$ cat src/rtl/uart_pkg.sv
// Shared UART definitions: default frame geometry and receiver FSM states.
package uart_pkg;

    localparam int DEFAULT_WORD_SIZE   = 8;
    localparam int DEFAULT_PULSE_WIDTH = 4;
    localparam int DEFAULT_PACKET_SIZE = DEFAULT_WORD_SIZE + 2;

    typedef enum logic [1:0] {IDLE, START, DATA, STOP} rx_state_t;

endpackage

$ cat src/rtl/bit_sync.sv
// Two-flop synchronizer for a single asynchronous input, with selectable reset value.
module bit_sync #(
    parameter logic RESET_VAL = 1'b1
) (
    input  logic clk,
    input  logic rst,
    input  logic d,
    output logic q
);

    logic ff1_q;
    logic ff2_q;

    // Shift the async input through two flops before anyone looks at it.
    always_ff @(posedge clk) begin
        if (rst) begin
            ff1_q <= RESET_VAL;
            ff2_q <= RESET_VAL;
        end else begin
            ff1_q <= d;
            ff2_q <= ff1_q;
        end
    end

    assign q = ff2_q;

endmodule

$ cat src/rtl/uart_receiver.sv
// UART receive stage: synchronizes rx, samples each bit at mid-bit and presents
// complete words on a valid/ready handshake with frame-error and overrun pulses.
module uart_receiver
    import uart_pkg::*;
#(
    parameter int WORD_SIZE   = DEFAULT_WORD_SIZE,
    parameter int PULSE_WIDTH = DEFAULT_PULSE_WIDTH,
    parameter int PACKET_SIZE = DEFAULT_PACKET_SIZE
) (
    input  logic                 clk,
    input  logic                 rst,
    input  logic                 rx,
    output logic [WORD_SIZE-1:0] data_bits,
    output logic                 rx_valid,
    input  logic                 rx_ready,
    output logic                 frame_err,
    output logic                 overrun,
    output logic                 busy
);

    localparam int H  = PULSE_WIDTH / 2;
    localparam int CW = $clog2(PULSE_WIDTH);
    localparam int IW = $clog2(WORD_SIZE + 1);

    localparam logic [CW-1:0] CNT_MID  = CW'(H - 1);
    localparam logic [CW-1:0] CNT_END  = CW'(PULSE_WIDTH - 1);
    localparam logic [IW-1:0] IDX_LAST = IW'(WORD_SIZE - 1);

    if (PACKET_SIZE != WORD_SIZE + 2) begin : g_bad_packet_size
        $error("PACKET_SIZE must equal WORD_SIZE + 2");
    end
    if ((PULSE_WIDTH < 4) || (PULSE_WIDTH % 2 != 0)) begin : g_bad_pulse_width
        $error("PULSE_WIDTH must be even and at least 4");
    end

    rx_state_t state_q, state_d;

    logic                 rx_s;
    logic                 rx_prev_q;
    logic [CW-1:0]        cnt_q, cnt_d;
    logic [IW-1:0]        idx_q, idx_d;
    logic [WORD_SIZE-1:0] shreg_q, shreg_d;
    logic [WORD_SIZE-1:0] data_q;
    logic                 valid_q;
    logic                 frame_err_q;
    logic                 overrun_q;

    logic fall_edge;
    logic start_chk;
    logic data_smp;
    logic stop_smp;
    logic load;

    bit_sync #(
        .RESET_VAL (1'b1)
    ) u_rx_sync (
        .clk (clk),
        .rst (rst),
        .d   (rx),
        .q   (rx_s)
    );

    // Previous synchronized level, for falling-edge detection of the start bit.
    always_ff @(posedge clk) begin
        if (rst) begin
            rx_prev_q <= 1'b1;
        end else begin
            rx_prev_q <= rx_s;
        end
    end

    // FSM state register.
    always_ff @(posedge clk) begin
        if (rst) begin
            state_q <= IDLE;
        end else begin
            state_q <= state_d;
        end
    end

    // FSM next-state: an edge (not a level) is needed to leave IDLE, so a held-low
    // line never re-triggers.
    always_comb begin
        state_d = state_q;
        unique case (state_q)
            IDLE:    if (fall_edge) state_d = START;
            START:   if (start_chk) state_d = rx_s ? IDLE : DATA;
            DATA:    if (data_smp && (idx_q == IDX_LAST)) state_d = STOP;
            STOP:    if (stop_smp) state_d = IDLE;
            default: state_d = IDLE;
        endcase
    end

    // FSM outputs: sampling strobes, word load decision and busy.
    always_comb begin
        fall_edge = rx_prev_q & ~rx_s;
        start_chk = (state_q == START) && (cnt_q == CNT_MID);
        data_smp  = (state_q == DATA) && (cnt_q == CNT_END);
        stop_smp  = (state_q == STOP) && (cnt_q == CNT_END);
        // A consumer accepting this cycle frees the slot for the new word.
        load      = stop_smp & rx_s & (~valid_q | rx_ready);
        busy      = (state_q != IDLE);
    end

    // Bit timing counter, bit index and LSB-first shift register.
    always_comb begin
        cnt_d   = cnt_q;
        idx_d   = idx_q;
        shreg_d = shreg_q;
        unique case (state_q)
            IDLE: begin
                cnt_d = '0;
                idx_d = '0;
            end
            START: begin
                cnt_d = start_chk ? '0 : cnt_q + CW'(1);
            end
            DATA: begin
                if (data_smp) begin
                    cnt_d   = '0;
                    idx_d   = idx_q + IW'(1);
                    shreg_d = {rx_s, shreg_q[WORD_SIZE-1:1]};
                end else begin
                    cnt_d = cnt_q + CW'(1);
                end
            end
            STOP: begin
                cnt_d = stop_smp ? '0 : cnt_q + CW'(1);
            end
            default: begin
                cnt_d = '0;
                idx_d = '0;
            end
        endcase
    end

    // Datapath registers.
    always_ff @(posedge clk) begin
        if (rst) begin
            cnt_q   <= '0;
            idx_q   <= '0;
            shreg_q <= '0;
        end else begin
            cnt_q   <= cnt_d;
            idx_q   <= idx_d;
            shreg_q <= shreg_d;
        end
    end

    // Output word register, handshake and one-cycle error pulses.
    always_ff @(posedge clk) begin
        if (rst) begin
            data_q      <= '0;
            valid_q     <= 1'b0;
            frame_err_q <= 1'b0;
            overrun_q   <= 1'b0;
        end else begin
            frame_err_q <= stop_smp & ~rx_s;
            overrun_q   <= stop_smp & rx_s & valid_q & ~rx_ready;
            if (load) begin
                data_q  <= shreg_q;
                valid_q <= 1'b1;
            end else if (valid_q && rx_ready) begin
                valid_q <= 1'b0;
            end
        end
    end

    assign data_bits = data_q;
    assign rx_valid  = valid_q;
    assign frame_err = frame_err_q;
    assign overrun   = overrun_q;

endmodule
$ cat config.mk
export PLATFORM = sky130hd
export DESIGN_NAME = uart_receiver
export DESIGN_NICKNAME = d
export VERILOG_FILES = /design/src/rtl/uart_pkg.sv /design/src/rtl/bit_sync.sv /design/src/rtl/uart_receiver.sv
export SDC_FILE = /design/constraint.sdc
export NUM_CORES = 1
export LEC_CHECK = 0
export CAP_MARGIN = 20
export CORE_ASPECT_RATIO = 0.8
export CORE_MARGIN = 2
export CORE_UTILIZATION = 50
export CTS_CLUSTER_DIAMETER = 60
export DETAILED_ROUTE_END_ITERATION = 10
export HOLD_SLACK_MARGIN = 0.12
export PLACE_DENSITY = 0.74
export SLEW_MARGIN = 0
export SYNTH_ARGS = -nofsm -noshare
export SYNTH_HDL_FRONTEND = slang
export SYNTH_SLANG_ARGS = --single-unit
$ cat constraint.sdc
create_clock -name clk -period 4.2 [get_ports clk]
set_input_delay 0.84 -clock clk [delete_from_list [all_inputs] [get_ports clk]]
set_output_delay 0.84 -clock clk [all_outputs]
set_load 0.005 [all_outputs]
* Word-level counts from Yosys, hierarchy flattened
Index checks and enable logic that the tools add are counted.
** Operators by class
- Add/subtract/negate cells :: 2
- Multiply operators :: 0
- Div/mod/pow operators :: 0
- Magnitude comparators :: 0
- Equality and inequality tests :: 11
- Shift operators :: 0
- Mux-type cells :: 14
- Bitwise logic cells :: 10
- Reduce and logical (&&, ||, !) cells :: 12
** Operators with widths (count)
- $mux 2 :: 8
- $pmux 2 s4 :: 2
- $ne 2x2->1 const B :: 5
- $pmux 4 s2 :: 1
- $and 1x1->1 :: 6
- $eq 2x2->1 const B :: 3
- $reduce_bool 2->1 :: 3
- $logic_and 1x1->1 :: 5
- $add 4x1->4 const B :: 1
- $eq 2x1->1 const B :: 2
- $eq 4x3->1 const B :: 1
- $mux 4 :: 1
- $reduce_and 2->1 :: 2
- $reduce_and 4->1 :: 1
- $not 1->1 :: 3
- $add 2x1->2 const B :: 1
- $logic_not 2->1 :: 1
- $mux 1 :: 2
- $or 1x1->1 :: 1
** Word-level totals
- Bits in registers :: 30
- Latch bits :: 0
- Memory bits (writable) :: 0
- ROM bits :: 0
- Input bits :: 4
- Output and inout bits :: 12
- Logic and storage cells :: 60
- Memories kept :: 0

* Depth between registers and ports, before layout
- Depth after elaboration :: 5
- Depth in mapped cells :: 6
- Mapped depth without buffers :: 5

* By module
A second synthesis with hierarchy kept.
** Second synthesis, totals
- Cells, all modules :: 136
- Area total of the unflattened synthesis :: 1249.9 um^2
** By module, submodules not included
- uart_receiver :: instances 1, cells an instance 132, area each 1197.4 um^2, seq. area each 560.5 um^2
- bit_sync :: instances 1, cells an instance 4, area each 52.6 um^2, seq. area each 40.0 um^2

* Worst setup path before layout
OpenSTA, ideal clock, no wires.
- Path kind :: input -> register
- From :: in rst
- To :: reg (tool-made name)
- Setup time :: 0.117 ns
- Arrival :: 1.560 ns
- Required time :: 4.083 ns
- Slack :: 2.523 ns
- Cell stages on the path :: 4
- Path buffers :: 3
- Path through :: clkbuf_1 -> clkbuf_1 -> buf_2 -> nor2_1
** RTL lines
- start: declaration :: RTL line uart_receiver.sv:11 : input logic rst,

* Final worst setup path
- From :: reg state_q[0]
- To :: out busy
** Between the ends
- Cells in the longest elaborated chain, start to end :: 1
** Ends and longest elaborated chain
- start: declaration :: RTL line uart_receiver.sv:36 : rx_state_t state_q, state_d;
- start signal: assignment :: RTL line uart_receiver.sv:77 : state_q <= state_d;
- $reduce_bool 2->1 :: RTL line uart_receiver.sv:102 : busy = (state_q != IDLE);
- end: declaration :: RTL line uart_receiver.sv:18 : output logic busy
No other way between the ends.

==> out/qor.csv <==
metric,value,unit
outcome,completed,
p_int,410,uW
hpwl,1.45,mm
cp_cell_sequence,or2_2 > clkdlybuf4s50_1,
place_congestion,0.688,
rsz0062_at_grt,false,
min_path_type,flip-flop to flip-flop,
htreeDepth,2,
numCtsBuffers,5,
grt_pass1_wl,3.87,mm
cts_setup_buffers,0,
cts_tree,built,
synthCells,137,
cts.clk_slew.worst_paths,0.09,ns
first_pass_iters,4,
synth_area,0.00125,sq mm
final_common_cell,dfxtp_1,
required,3.36,ns
ys_types,29,
finalCritPeriodShare,58.1,%
grt_pass1_vias,856,
grt_max_degree,38,
cts_root_buffer,clkbuf_4,
slew_headroom,31.7,%
final_cells,187,
cpPeakStageDelay,0.60,ns
antenna_found_initial,0,
synth_warnings,0,
endpoint_kind,primary output,
maxCapViolations,0,
routedWlPerCell,11.7,um
dp.cells,179,
start_util,51.8,%
p_per_area,345,mW/mm^2
cp_slowest_cell,dfxtp_1,
syn_to_final_growth,18.8,%
worst-setup-path-type,flip-flop to primary output,
drive_gt1_share,8.61,%
muxShareOfSynthArea,7.98,%
synth-xor-area-share,0,%
dieHeight,48.8,um
slew_violations,0,
p_leak,0.491,nW
synth-simple-area-share,28.3,%
top_usage_layer,met2,
grt_overflow,0,
switching_power,103,uW
drt_iter0_drc,41,
layout.core_utilization,61.5,%
clock_latency,0.33,ns
wl,2.19,mm
seqPwrFrac,56.4,%
clockBufferDepth,2,
port_buffers,15,
diodes,0,
vias,950,
grt.met2_usage,27.0,%
min_period,2.44,ns
use_met1,23.0,%
io_pins,16,
syn_area_per_cell,9.15,sq um
p_sw_share,20.2,%
peakVddDrop,0.208,mV
worst_slew_pin_slew,1.02,ns
met3_usage,9.02,%
final_cell_mix,"dfxtp_1 (30), nand2b_1 (19), clkdlybuf4s50_1 (15)",
die_w,60.0,um
synthAdderAreaFrac,2.99,%
synth_top_family_by_area,simple AND/OR/NAND/NOR gates,
ys_seq_area_share,47.9,%
cts_resized,0,
setup_viol,0,
p_total,513,uW
synth_compound_area_share,8.18,%
core,0.00242,sq mm
dieArea,0.00293,sq mm
hold-worst-slack,0.417,ns
drc,0,
startpoint_type,flip-flop,
comb_power_share,3.0,%
syn_nets,144,
fmax,410,MHz
cts.sinks,30,
viasPerCell,5.08,
core.rowCount,16,
worst_clock_skew,0.00453,ns
ctsHoldBuffers,0,
hold_viol_final,0,
grt_usage,18.2,%
worstPathArrival,1.60,ns
path_max_fanout,16,
synth_seq_cells,30,
layout.nets,157,
detail-route-antenna-nets,0,
p_clk_share,40.6,%
fin_setup_tns,0,ns
-- cell type report --
type                       instances  area [sq um]
sequential                        30           601
timing repair buffer              16           158
inverter                           3          11.3
tap                               36          45.0
multi-input combinational         94           596
clock buffer                       8          78.8
fill                             222           933
-- logic make-up after synthesis --
family                   Yosys count
multiplexers                      10
adder cells (fa/ha/maj)            3
buffers and inverters             13
AO/OA/AOI/OAI                     17
AND/OR/NAND/NOR                   64
flip-flops                        30
-- metal layers --
metal	share of wire, %	vias to the layer above
met3	6.0	5
li1	-	491
met1	47	434
met2	46	20
met4	1.1	0
met5	0	-
-- per-stage QoR --
step	area, sq um	worst slack (ns)
2_1_floorplan	1250	2.52
3_3_place_gp	1410	1.70
3_5_place_dp	1410	1.59
4_1_cts	1490	1.74
5_1_grt	1490	1.63
6_report	1490	1.76
-- state kept, by name, indices dropped and copies added (netlist names), named ones only --
| name | flops |
|---|---|
| frame_err | 1 |
| idx_q | 4 |
| u_rx_sync.q | 1 |
| overrun | 1 |
| state_q | 1 |
| data_bits | 8 |
| u_rx_sync.ff1_q | 1 |
| rx_valid | 1 |
| rx_prev_q | 1 |
| shreg_q | 8 |
| cnt_q | 2 |
-- final timing paths --
kind	start	to	slack (ns)	depth (start not counted)
worst max-delay path	state_q[0]	busy	1.76	2
worst min-delay path	u_rx_sync.ff1_q	u_rx_sync.q	0.42	1
worst max register to register	cnt_q[0]	data_bits[3]	2.07	4
worst min register to register	u_rx_sync.ff1_q	u_rx_sync.q	0.42	1
-- worst max-delay path: cells and delay by family, from the launching register on --
kind | cells | cell delay, ns
DFF | 1 | 0.60
buffers and inverters | 1 | 0.49
and+or+nand+nor | 1 | 0.18
-- synth_stat cells (all sizes together) --
cell,n,area (sq um)
a21oi,9,45.0
a221oi,1,8.76
a22oi,1,7.51
a311oi,1,8.76
a31oi,2,12.5
and2b,1,7.51
buf,6,31.3
clkbuf,4,15.0
dfxtp,30,601
ha,3,37.5
inv,3,11.3
mux2i,10,100
nand2,13,48.8
nand2b,19,119
nand3,10,50.1
nand3b,1,7.51
nand4,2,12.5
nand4b,2,17.5
nor2,6,22.5
nor2b,2,12.5
nor3,1,5.00
nor3b,1,7.51
nor4bb,1,10.0
o21bai,1,7.51
o22ai,2,12.5
or2,4,25.0
or4b,1,10.0
-- power groups by stage --
stage / clock network [mW] / registers [mW] / logic (mW)
2_1_floorplan: 0 / 0.294 / 0.0120
3_3_place_gp: 0 / 0.296 / 0.0152
3_5_place_dp: 0 / 0.296 / 0.0154
4_1_cts: 0.213 / 0.289 / 0.0155
5_1_grt: 0.229 / 0.290 / 0.0169
6_report: 0.209 / 0.289 / 0.0153
No activity file was read; power rests on OpenSTA's default activity.
